### src/rtl/mips_pkg.sv
// Opcode constants, FSM state encoding and decoded-control types for the MIPS fetch/decode slice.
package mips_pkg;

  localparam logic [5:0] OpRtype = 6'h00;
  localparam logic [5:0] OpJ     = 6'h02;
  localparam logic [5:0] OpJal   = 6'h03;
  localparam logic [5:0] OpBeq   = 6'h04;
  localparam logic [5:0] OpBne   = 6'h05;
  localparam logic [5:0] OpAddiu = 6'h09;
  localparam logic [5:0] OpLw    = 6'h23;
  localparam logic [5:0] OpSw    = 6'h2B;

  typedef enum logic [1:0] {
    StFetch = 2'd0,
    StIssue = 2'd1,
    StHalt  = 2'd2
  } state_e;

  typedef enum logic [1:0] {
    AluAdd   = 2'b00,
    AluSub   = 2'b01,
    AluFunct = 2'b10
  } alu_op_e;

  typedef struct packed {
    logic    reg_dst;
    logic    branch;
    logic    mem_read;
    logic    mem_to_reg;
    logic    mem_write;
    logic    alu_src;
    logic    reg_write;
    logic    jump;
    logic    illegal;
    alu_op_e alu_op;
  } ctrl_t;

  localparam ctrl_t CtrlNone = ctrl_t'('0);

endpackage

### src/rtl/mips_decoder.sv
// Combinational opcode-to-control decoder; all controls are forced low when nothing is presented.
module mips_decoder
  import mips_pkg::*;
(
  input  logic       valid,
  input  logic [5:0] opcode,
  output ctrl_t      ctrl
);

  always_comb begin
    ctrl = CtrlNone;
    if (valid) begin
      case (opcode)
        OpRtype: begin
          ctrl.reg_dst   = 1'b1;
          ctrl.reg_write = 1'b1;
          ctrl.alu_op    = AluFunct;
        end
        OpLw: begin
          ctrl.mem_read   = 1'b1;
          ctrl.mem_to_reg = 1'b1;
          ctrl.alu_src    = 1'b1;
          ctrl.reg_write  = 1'b1;
        end
        OpSw: begin
          ctrl.mem_write = 1'b1;
          ctrl.alu_src   = 1'b1;
        end
        OpBeq, OpBne: begin
          ctrl.branch = 1'b1;
          ctrl.alu_op = AluSub;
        end
        OpAddiu: begin
          ctrl.alu_src   = 1'b1;
          ctrl.reg_write = 1'b1;
        end
        OpJ: begin
          ctrl.jump = 1'b1;
        end
        OpJal: begin
          ctrl.jump      = 1'b1;
          ctrl.reg_write = 1'b1;
        end
        default: begin
          ctrl.illegal = 1'b1;
        end
      endcase
    end
  end

endmodule

### src/rtl/mips_fetch_decode.sv
// Single-outstanding instruction fetch with in-place decode, optional branch delay slot and
// halt-on-jump-to-zero.
module mips_fetch_decode
  import mips_pkg::*;
#(
  parameter int unsigned       ADDR_W       = 32,
  parameter logic [ADDR_W-1:0] RESET_VECTOR = ADDR_W'(32'hBFC00000),
  parameter int unsigned       DELAY_SLOT   = 1
) (
  input  logic              clk,
  input  logic              reset,
  output logic [ADDR_W-1:0] instr_address,
  output logic              instr_read,
  input  logic              instr_waitrequest,
  input  logic [31:0]       instr_readdata,
  input  logic              stall,
  input  logic              redirect_valid,
  input  logic [ADDR_W-1:0] redirect_target,
  output logic              dec_valid,
  output logic [ADDR_W-1:0] dec_pc,
  output logic [4:0]        rs,
  output logic [4:0]        rt,
  output logic [4:0]        rd,
  output logic [15:0]       imm,
  output logic              reg_dst,
  output logic              branch,
  output logic              mem_read,
  output logic              mem_to_reg,
  output logic              mem_write,
  output logic              alu_src,
  output logic              reg_write,
  output logic              jump,
  output logic              illegal,
  output logic [1:0]        alu_op,
  output logic              active
);

  localparam bit                UseDelaySlot = (DELAY_SLOT != 0);
  localparam logic [ADDR_W-1:0] PcStep       = ADDR_W'(4);

  state_e            state_q, state_d;
  logic [ADDR_W-1:0] pc_q, pc_d;
  logic [31:0]       ir_q, ir_d;
  logic [ADDR_W-1:0] dec_pc_q, dec_pc_d;
  logic              pend_valid_q, pend_valid_d;
  logic [ADDR_W-1:0] pend_target_q, pend_target_d;
  // Set when the delay slot of a jump-to-zero has been accepted; its issue ends in HALT.
  logic              halt_arm_q, halt_arm_d;
  ctrl_t             ctrl;

  always_comb begin
    state_d       = state_q;
    pc_d          = pc_q;
    ir_d          = ir_q;
    dec_pc_d      = dec_pc_q;
    pend_valid_d  = pend_valid_q;
    pend_target_d = pend_target_q;
    halt_arm_d    = halt_arm_q;

    unique case (state_q)
      StFetch: begin
        if (!instr_waitrequest) begin
          ir_d     = instr_readdata;
          dec_pc_d = pc_q;
          pc_d     = pc_q + PcStep;
          state_d  = StIssue;
          if (UseDelaySlot && pend_valid_q) begin
            pc_d         = pend_target_q;
            pend_valid_d = 1'b0;
            halt_arm_d   = (pend_target_q == '0);
          end
        end
      end
      StIssue: begin
        if (!stall) begin
          state_d = halt_arm_q ? StHalt : StFetch;
        end
      end
      StHalt: begin
      end
      default: begin
        state_d = StFetch;
      end
    endcase

    // Redirect overrides the normal flow; without a delay slot it squashes this cycle's work.
    if (redirect_valid && (state_q != StHalt)) begin
      if (UseDelaySlot) begin
        pend_valid_d  = 1'b1;
        pend_target_d = redirect_target;
      end else begin
        pc_d    = redirect_target;
        state_d = (redirect_target == '0) ? StHalt : StFetch;
      end
    end
  end

  always_ff @(posedge clk) begin
    if (reset) begin
      state_q       <= StFetch;
      pc_q          <= RESET_VECTOR;
      ir_q          <= '0;
      dec_pc_q      <= '0;
      pend_valid_q  <= 1'b0;
      pend_target_q <= '0;
      halt_arm_q    <= 1'b0;
    end else begin
      state_q       <= state_d;
      pc_q          <= pc_d;
      ir_q          <= ir_d;
      dec_pc_q      <= dec_pc_d;
      pend_valid_q  <= pend_valid_d;
      pend_target_q <= pend_target_d;
      halt_arm_q    <= halt_arm_d;
    end
  end

  assign instr_read    = ~reset & (state_q == StFetch);
  assign instr_address = pc_q;
  assign dec_valid     = ~reset & (state_q == StIssue);
  assign active        = reset | (state_q != StHalt);
  assign dec_pc        = dec_pc_q;
  assign rs            = ir_q[25:21];
  assign rt            = ir_q[20:16];
  assign rd            = ir_q[15:11];
  assign imm           = ir_q[15:0];

  mips_decoder u_decoder (
    .valid  (dec_valid),
    .opcode (ir_q[31:26]),
    .ctrl   (ctrl)
  );

  assign reg_dst    = ctrl.reg_dst;
  assign branch     = ctrl.branch;
  assign mem_read   = ctrl.mem_read;
  assign mem_to_reg = ctrl.mem_to_reg;
  assign mem_write  = ctrl.mem_write;
  assign alu_src    = ctrl.alu_src;
  assign reg_write  = ctrl.reg_write;
  assign jump       = ctrl.jump;
  assign illegal    = ctrl.illegal;
  assign alu_op     = ctrl.alu_op;

endmodule

### config.mk
export PLATFORM = sky130hd
export DESIGN_NAME = mips_fetch_decode
export DESIGN_NICKNAME = d
export VERILOG_FILES = /design/src/rtl/mips_pkg.sv /design/src/rtl/mips_decoder.sv /design/src/rtl/mips_fetch_decode.sv
export SDC_FILE = /design/constraint.sdc
export NUM_CORES = 1
export LEC_CHECK = 0
export ABC_AREA = 1
export ABC_CLOCK_PERIOD_IN_PS = 2900
export CAP_MARGIN = 20
export CORE_MARGIN = 2
export CORE_UTILIZATION = 48
export DETAILED_ROUTE_END_ITERATION = 12
export GPL_TIMING_DRIVEN = 0
export PLACE_DENSITY = 0.81
export RECOVER_POWER = 25
export REMOVE_ABC_BUFFERS = 1
export SYNTH_ARGS = -nofsm -noshare
export SYNTH_HDL_FRONTEND = slang
export SYNTH_HIERARCHICAL = 1
export SYNTH_SLANG_ARGS = --single-unit
### constraint.sdc
create_clock -name clk -period 2.9 [get_ports clk]
set_input_delay 0.87 -clock clk [delete_from_list [all_inputs] [get_ports clk]]
set_output_delay 0.87 -clock clk [all_outputs]
set_load 0.01 [all_outputs]
==> results.toml, run 1 <==
[power]
ir_worst_vdd_mv = 0.351
power.internal_mw = 3.47
combPwrFrac_pct = 17.2
cellPowerDensity_mw_per_mm2 = 568
p_clk_share_pct = 39.4
netSwitchingFraction_pct = 26.8
p_seq_share_pct = 43.4
p_switching_mw = 1.27
leakage_nw = 3.38

[global_route]
grt_max_degree = 72
gr-total-overflow = 0
antenna_found_initial = 0
grt_pass1_wl_um = 27900
grt_pass1_vias = 5605
grt_util_all_layers_pct = 25.2

[layout]
drive_above_1_share_pct = 7.86
regArea_mm2 = 0.00264
mostFrequentLayoutCell = "clkdlybuf4s50_1"
post-route-cell-area_mm2 = 0.00835
antennaDiodeCount = 0
fillers = 1085
area_delta_synth_final_pct = 35.1
final_cell_mix = "clkdlybuf4s50_1, nor2_1, dfxtp_1, o21ai_0, nand2_1"
multi_input_area_mm2 = 0.00277
nets = 1066

[synth]
synth.ff_latch_count = 132
ys_warn_count = 6
synth_flop_cell = "dfxtp_1"
ys_seq_area_share_pct = 42.8
async_flop_share_pct = 0
synth.avg_cell_area_um2 = 7.15
synth_cells = 865
synth_area_mm2 = 0.00618
synth_edf_count = 0
synthDistinctLibCells = 38

[sta]
fin_skew_ns = 0.00635
setup_viol = 0
worstMarginPinSlew_ns = 0.892
fmax_mhz = 352
finalSetupTns_ns = 0
hold_viol = 0
min_period_over_period_pct = 97.9
layout_setup_ws_ns = 0.0611
max_slew_margin_pct = 40.6
fin_crit_ns = 2.84
drv_slew = 0

[placed_design]
globalplace.congestion = 0.864
place_hpwl_um = 11200
post-place-ws_ns = -1.36
numPortBuffers = 177
placed_cell_area_mm2 = 0.00777

[clock_network]
path_clk_slew_ns = 0.05
clock-root-buffer = "clkbuf_16"
cts_tree = "done"
hold_buffers = 0
cts_sinks = 132
clockBufferDepth = 2
numCtsBuffers = 17
insertion_delay_ns = 0.42
htreeDepth = 4

[setup_path]
cp.required_ns = 2.03
ff2ff_setup_slack_ns = 0.39
startpoint_type = "primary input"
r2r_start = "pend_valid_q$_SDFFE_PP0P_"
r2r_cells = 6
startpoint = "reset"
crit_type = "primary input to output pin"
crit_end = "illegal"
critPathArrivalTime_ns = 1.97
r2r_end = "halt_arm_q$_SDFFE_PP0P_"
path_max_fanout = 14
cp-end-kind = "output pin"

[die]
rows = 41
coreArea_mm2 = 0.0126
ioPinCount = 178
die_y_um = 117
start_util_pct = 49.0
die_w_um = 117
dieArea_mm2 = 0.0138

[detailed_routing]
avgRoutedWirePerCell_um = 14.6
vias = 6104
avgViaCountPerCell = 5.19
finalWirelength_um = 17200
drt_iter0_drc = 419
drc = 0
ant_nets = 0
dr.pass1.iters = 5

[status]
outcome = "finished clean"

[job]
max_cap_viol_count = 0

[min_path]
hp-class = "register to register"
[power by group through the flow]
stage	Clock [mW]	Combinational, mW	Sequential (mW)
floorplan	0	0.332	2.12
global placement	0	0.774	2.09
detailed placement	0	0.794	2.09
CTS	1.90	0.816	2.06
global route	1.98	0.897	2.08
finish	1.87	0.815	2.06
[state kept, by name (all words and copies together), names as in the netlist]
signal and flops:
state_q 2, ir_q 32, halt_arm_q 1, instr_address 32, pend_target_q 32, dec_pc 32, pend_valid_q 1
[worst min-delay path by stage]
stage | from | to | slack [ns] | depth (start not counted)
2_1_floorplan | pend_target_q[4]$_SDFFE_PP0P_ | instr_address[4]$_SDFFE_PP0P_ | 0.44 | 2
3_3_place_gp | pend_target_q[4]$_SDFFE_PP0P_ | instr_address[4]$_SDFFE_PP0P_ | 0.45 | 2
3_5_place_dp | halt_arm_q$_SDFFE_PP0P_ | halt_arm_q$_SDFFE_PP0P_ | 0.46 | 2
4_1_cts | halt_arm_q$_SDFFE_PP0P_ | halt_arm_q$_SDFFE_PP0P_ | 0.47 | 2
5_1_grt | pend_target_q[7]$_SDFFE_PP0P_ | pend_target_q[7]$_SDFFE_PP0P_ | 0.49 | 2
6_report | pend_target_q[5]$_SDFFE_PP0P_ | pend_target_q[5]$_SDFFE_PP0P_ | 0.47 | 2
[what timing repair did]
item                       CTS  global route
setup endpoints to repair   14             5
pin swaps                    1             2
gates cloned                 2             0
setup buffers                6             1
gates resized for setup     36             9
[metrics by stage]
step	instances	utilization (%)	power (mW)	hold slack, ns
after floorplan	788	-	2.46	0.439
after global placement	1137	60.9	2.86	0.450
after detailed placement	1140	61.6	2.89	0.462
after CTS	1176	66.1	4.77	0.472
after global routing	1177	66.2	4.95	0.492
final	1177	66.2	4.75	0.469
[Yosys cell counts (6+ instances only)]
library cell	instances	area, µm²
a31oi_1	7	43.8
buf_2	12	60.1
nor2_1	146	548
o21ai_0	114	571
dfxtp_1	132	2640
nand2_1	114	428
a21oi_1	83	415
nand3_1	38	190
nor2_2	7	43.8
clkbuf_1	23	86.3
buf_4	38	285
nand4_1	16	100
nor2_4	6	67.6
nor3_1	9	45.0
inv_1	78	293
[worst max-delay path, stage by stage]
cell and delay [ns]:
buf_8 0.14, buf_16 0.14, nor3_4 0.20, clkinv_2 0.12
buf_6 0.14, nor2_4 0.09, nand2_1 0.06, nor2_2 0.07
buf_2 0.13
[final cells by class]
| type | instances | share of cell area (%) |
|---|---|---|
| Clock buffer | 21 | 5.63 |
| Clock inverter | 7 | 0.419 |
| Inverter | 83 | 3.97 |
| Multi-Input combinational cell | 573 | 33.2 |
| Sequential cell | 132 | 31.6 |
| Tap cell | 172 | 2.58 |
| Timing Repair Buffer | 187 | 22.4 |
| Timing Repair inverter | 2 | 0.165 |
[layer usage]
layer | share of wire, % | global-route usage [%] | vias to the layer above
met5 | 0 | 0 | -
met4 | 2.7 | 11.1 | 0
met3 | 7.5 | 6.40 | 44
met2 | 45 | 39.7 | 284
met1 | 45 | 32.7 | 2723
li1 | - | - | 3053
[cells by family after synthesis]
family                     after synthesis  share of synthesized area, %
xor gates and xnor gates                 6                         0.850
and+or+nand+nor                        348                          24.9
DFF                                    132                          42.8
AOI/OAI and AO/OA                      218                          18.5
buffers and inverters                  160                          12.8
adders and majority gates                1                         0.202
(Power assumes the default switching activity.)
==> run 2: changes to the inputs <==
==> constraint.sdc (replaced) <==
create_clock -name clk -period 2.9 [get_ports clk]
set_input_delay 0.87 -clock clk [delete_from_list [all_inputs] [get_ports clk]]
set_output_delay 0.87 -clock clk [all_outputs]
set_load 0.05 [all_outputs]
==> run 2 against run 1 <==
- wire length is 3.3% lower
- worst hold slack is essentially flat
- final area down 0.61%
- sequential power is essentially flat
- maximum frequency decreased by 0.67%
- die area is the same
- first-iteration DRC count fell by 0.72%
- worst setup slack worse by 0.019 ns
- count of clock-buffer cells in the layout unchanged
- global-route usage fell by 0.83 points
- sequential share of layout area is 0.20 points higher
- critical path depth down 5
- critical endpoint is now dec_valid
- largest cell class unchanged
- highest routed layer unchanged
==> results.toml, run 2 (synthesis gave the netlist of run 1 again) <==
[sta]
max_slew_margin_pct = 45.4
fin_skew_ns = 0.00594
finalSetupTns_ns = 0
hold_viol = 0
rsz0062_at_grt = "yes"
layout_setup_ws_ns = 0.0420
setup_viol = 0
min_period_over_period_pct = 98.6
drv_slew = 0
worstMarginPinSlew_ns = 0.818
fmax_mhz = 350
fin_crit_ns = 2.86

[detailed_routing]
ant_nets = 0
dr.pass1.iters = 5
avgViaCountPerCell = 5.12
drt_iter0_drc = 416
vias = 5999
avgRoutedWirePerCell_um = 14.2
drc = 0
finalWirelength_um = 16700

[layout]
nets = 1060
finalNonFillerCells = 1171
antennaDiodeCount = 0
multi_input_area_mm2 = 0.00277
final_cell_mix = "clkdlybuf4s50_1, nor2_1, dfxtp_1, o21ai_0, nand2_1"
fillers = 1091
mostFrequentLayoutCell = "clkdlybuf4s50_1"
area_delta_synth_final_pct = 34.3
post-route-cell-area_mm2 = 0.00830
regArea_mm2 = 0.00264
drive_above_1_share_pct = 8.41

[clock_network]
cts_tree = "done"
cts_sinks = 132
htreeDepth = 4
insertion_delay_ns = 0.41
path_clk_slew_ns = 0.05
clock-root-buffer = "clkbuf_16"
numCtsBuffers = 17
clockBufferDepth = 2

[setup_path]
critPathTopFamily = "buffers and inverters"
r2r_cells = 6
r2r_end = "halt_arm_q$_SDFFE_PP0P_"
cp.required_ns = 2.03
ff2ff_setup_slack_ns = 0.39
cpPeakStageDelay_ns = 0.54
slowest_stage = "clkdlybuf4s15_1"
r2r_start = "pend_valid_q$_SDFFE_PP0P_"
crit_type = "primary input to output pin"
cp_num_buf_inv = 3
startpoint_type = "primary input"
critPathArrivalTime_ns = 1.99
cp-end-kind = "output pin"
path_max_fanout = 14
cp_cell_sequence = "buf_6 > buf_16 > nor3_4 > clkdlybuf4s15_1"

[global_route]
grt_util_all_layers_pct = 24.3
gr-total-overflow = 0
antenna_found_initial = 0
grt_max_degree = 106
grt_pass1_wl_um = 27200
grt_pass1_vias = 5497

[placed_design]
placed_cell_area_mm2 = 0.00777
post-place-ws_ns = -1.63
numPortBuffers = 177
globalplace.congestion = 0.864
dp_cells = 1140
place_hpwl_um = 11200

[power]
cellPowerDensity_mw_per_mm2 = 608
power.internal_mw = 3.47
p_total_mw = 5.04
p_switching_mw = 1.57
p_clk_share_pct = 36.9
netSwitchingFraction_pct = 31.2
p_seq_share_pct = 40.8
ir_worst_vdd_mv = 0.350
leakage_nw = 3.32
combPwrFrac_pct = 22.3

[die]
dieArea_mm2 = 0.0138
die_y_um = 117
ioPinCount = 178
rows = 41
coreArea_mm2 = 0.0126
die_w_um = 117
start_util_pct = 49.0

[min_path]
hp-class = "register to register"
whs_endpoint = "halt_arm_q$_SDFFE_PP0P_"
hold_path_startpoint = "halt_arm_q$_SDFFE_PP0P_"
min_path_cells = 2

[status]
outcome = "finished clean"

[job]
max_cap_viol_count = 0
-- run 2: stage by stage --
stage / utilization, % / hold slack (ns)
after floorplan: - / 0.439
after global placement: 60.9 / 0.450
final: 65.8 / 0.469
after detailed placement: 61.6 / 0.462
after CTS: 65.5 / 0.472
after global routing: 65.8 / 0.493
-- run 2: timing repair --
item	CTS	global route
buffers inserted	0	2
cloned	1	0
setup endpoints to repair	14	13
hold buffers	0	0
pin swaps	1	1
resized for setup	80	11
-- run 2: area by class of cell --
class                           count  share of cell area [%]
Inverter                           83                    4.13
Timing Repair inverter              1                  0.0452
Multi-Input combinational cell    573                    33.4
Clock buffer                       21                    5.67
Tap cell                          172                    2.59
Timing Repair Buffer              182                    21.9
Sequential cell                   132                    31.8
Clock inverter                      7                   0.422
-- run 2: worst max path at each step --
| stage | from | to | slack [ns] | cells past startpoint |
|---|---|---|---|---|
| 2_1_floorplan | reset | alu_op[1] | -1.90 | 3 |
| 3_3_place_gp | reset | active | -3.26 | 4 |
| 3_5_place_dp | reset | illegal | -1.63 | 8 |
| 4_1_cts | reset | mem_to_reg | 0.0005 | 6 |
| 5_1_grt | reset | illegal | -0.008 | 8 |
| 6_report | reset | dec_valid | 0.04 | 4 |
-- run 2: power groups by stage --
stage | Clock (mW) | Combinational (mW) | Sequential, mW
6_report | 1.86 | 1.12 | 2.06
5_1_grt | 1.98 | 1.21 | 2.08
4_1_cts | 1.90 | 1.12 | 2.06
3_5_place_dp | 0 | 1.11 | 2.09
3_3_place_gp | 0 | 1.09 | 2.09
2_1_floorplan | 0 | 0.347 | 2.43
-- run 2: worst reg2reg max path, delay by kind of cell, from the launching register on --
family / cells / cell delay [ns]
flip-flops: 1 / 0.82
AND/OR/NAND/NOR: 3 / 0.64
AO/OA/AOI/OAI: 1 / 0.11
buffers and inverters: 2 / 0.86
-- run 2: layer usage --
layer  vias up  routed length (µm)  GRT usage (%)
met2       245                7480           37.6
met4         0                 367           10.6
met3        34                1200           6.06
li1       3047                   -              -
met1      2673                7620           32.4
met5         -                   0              0
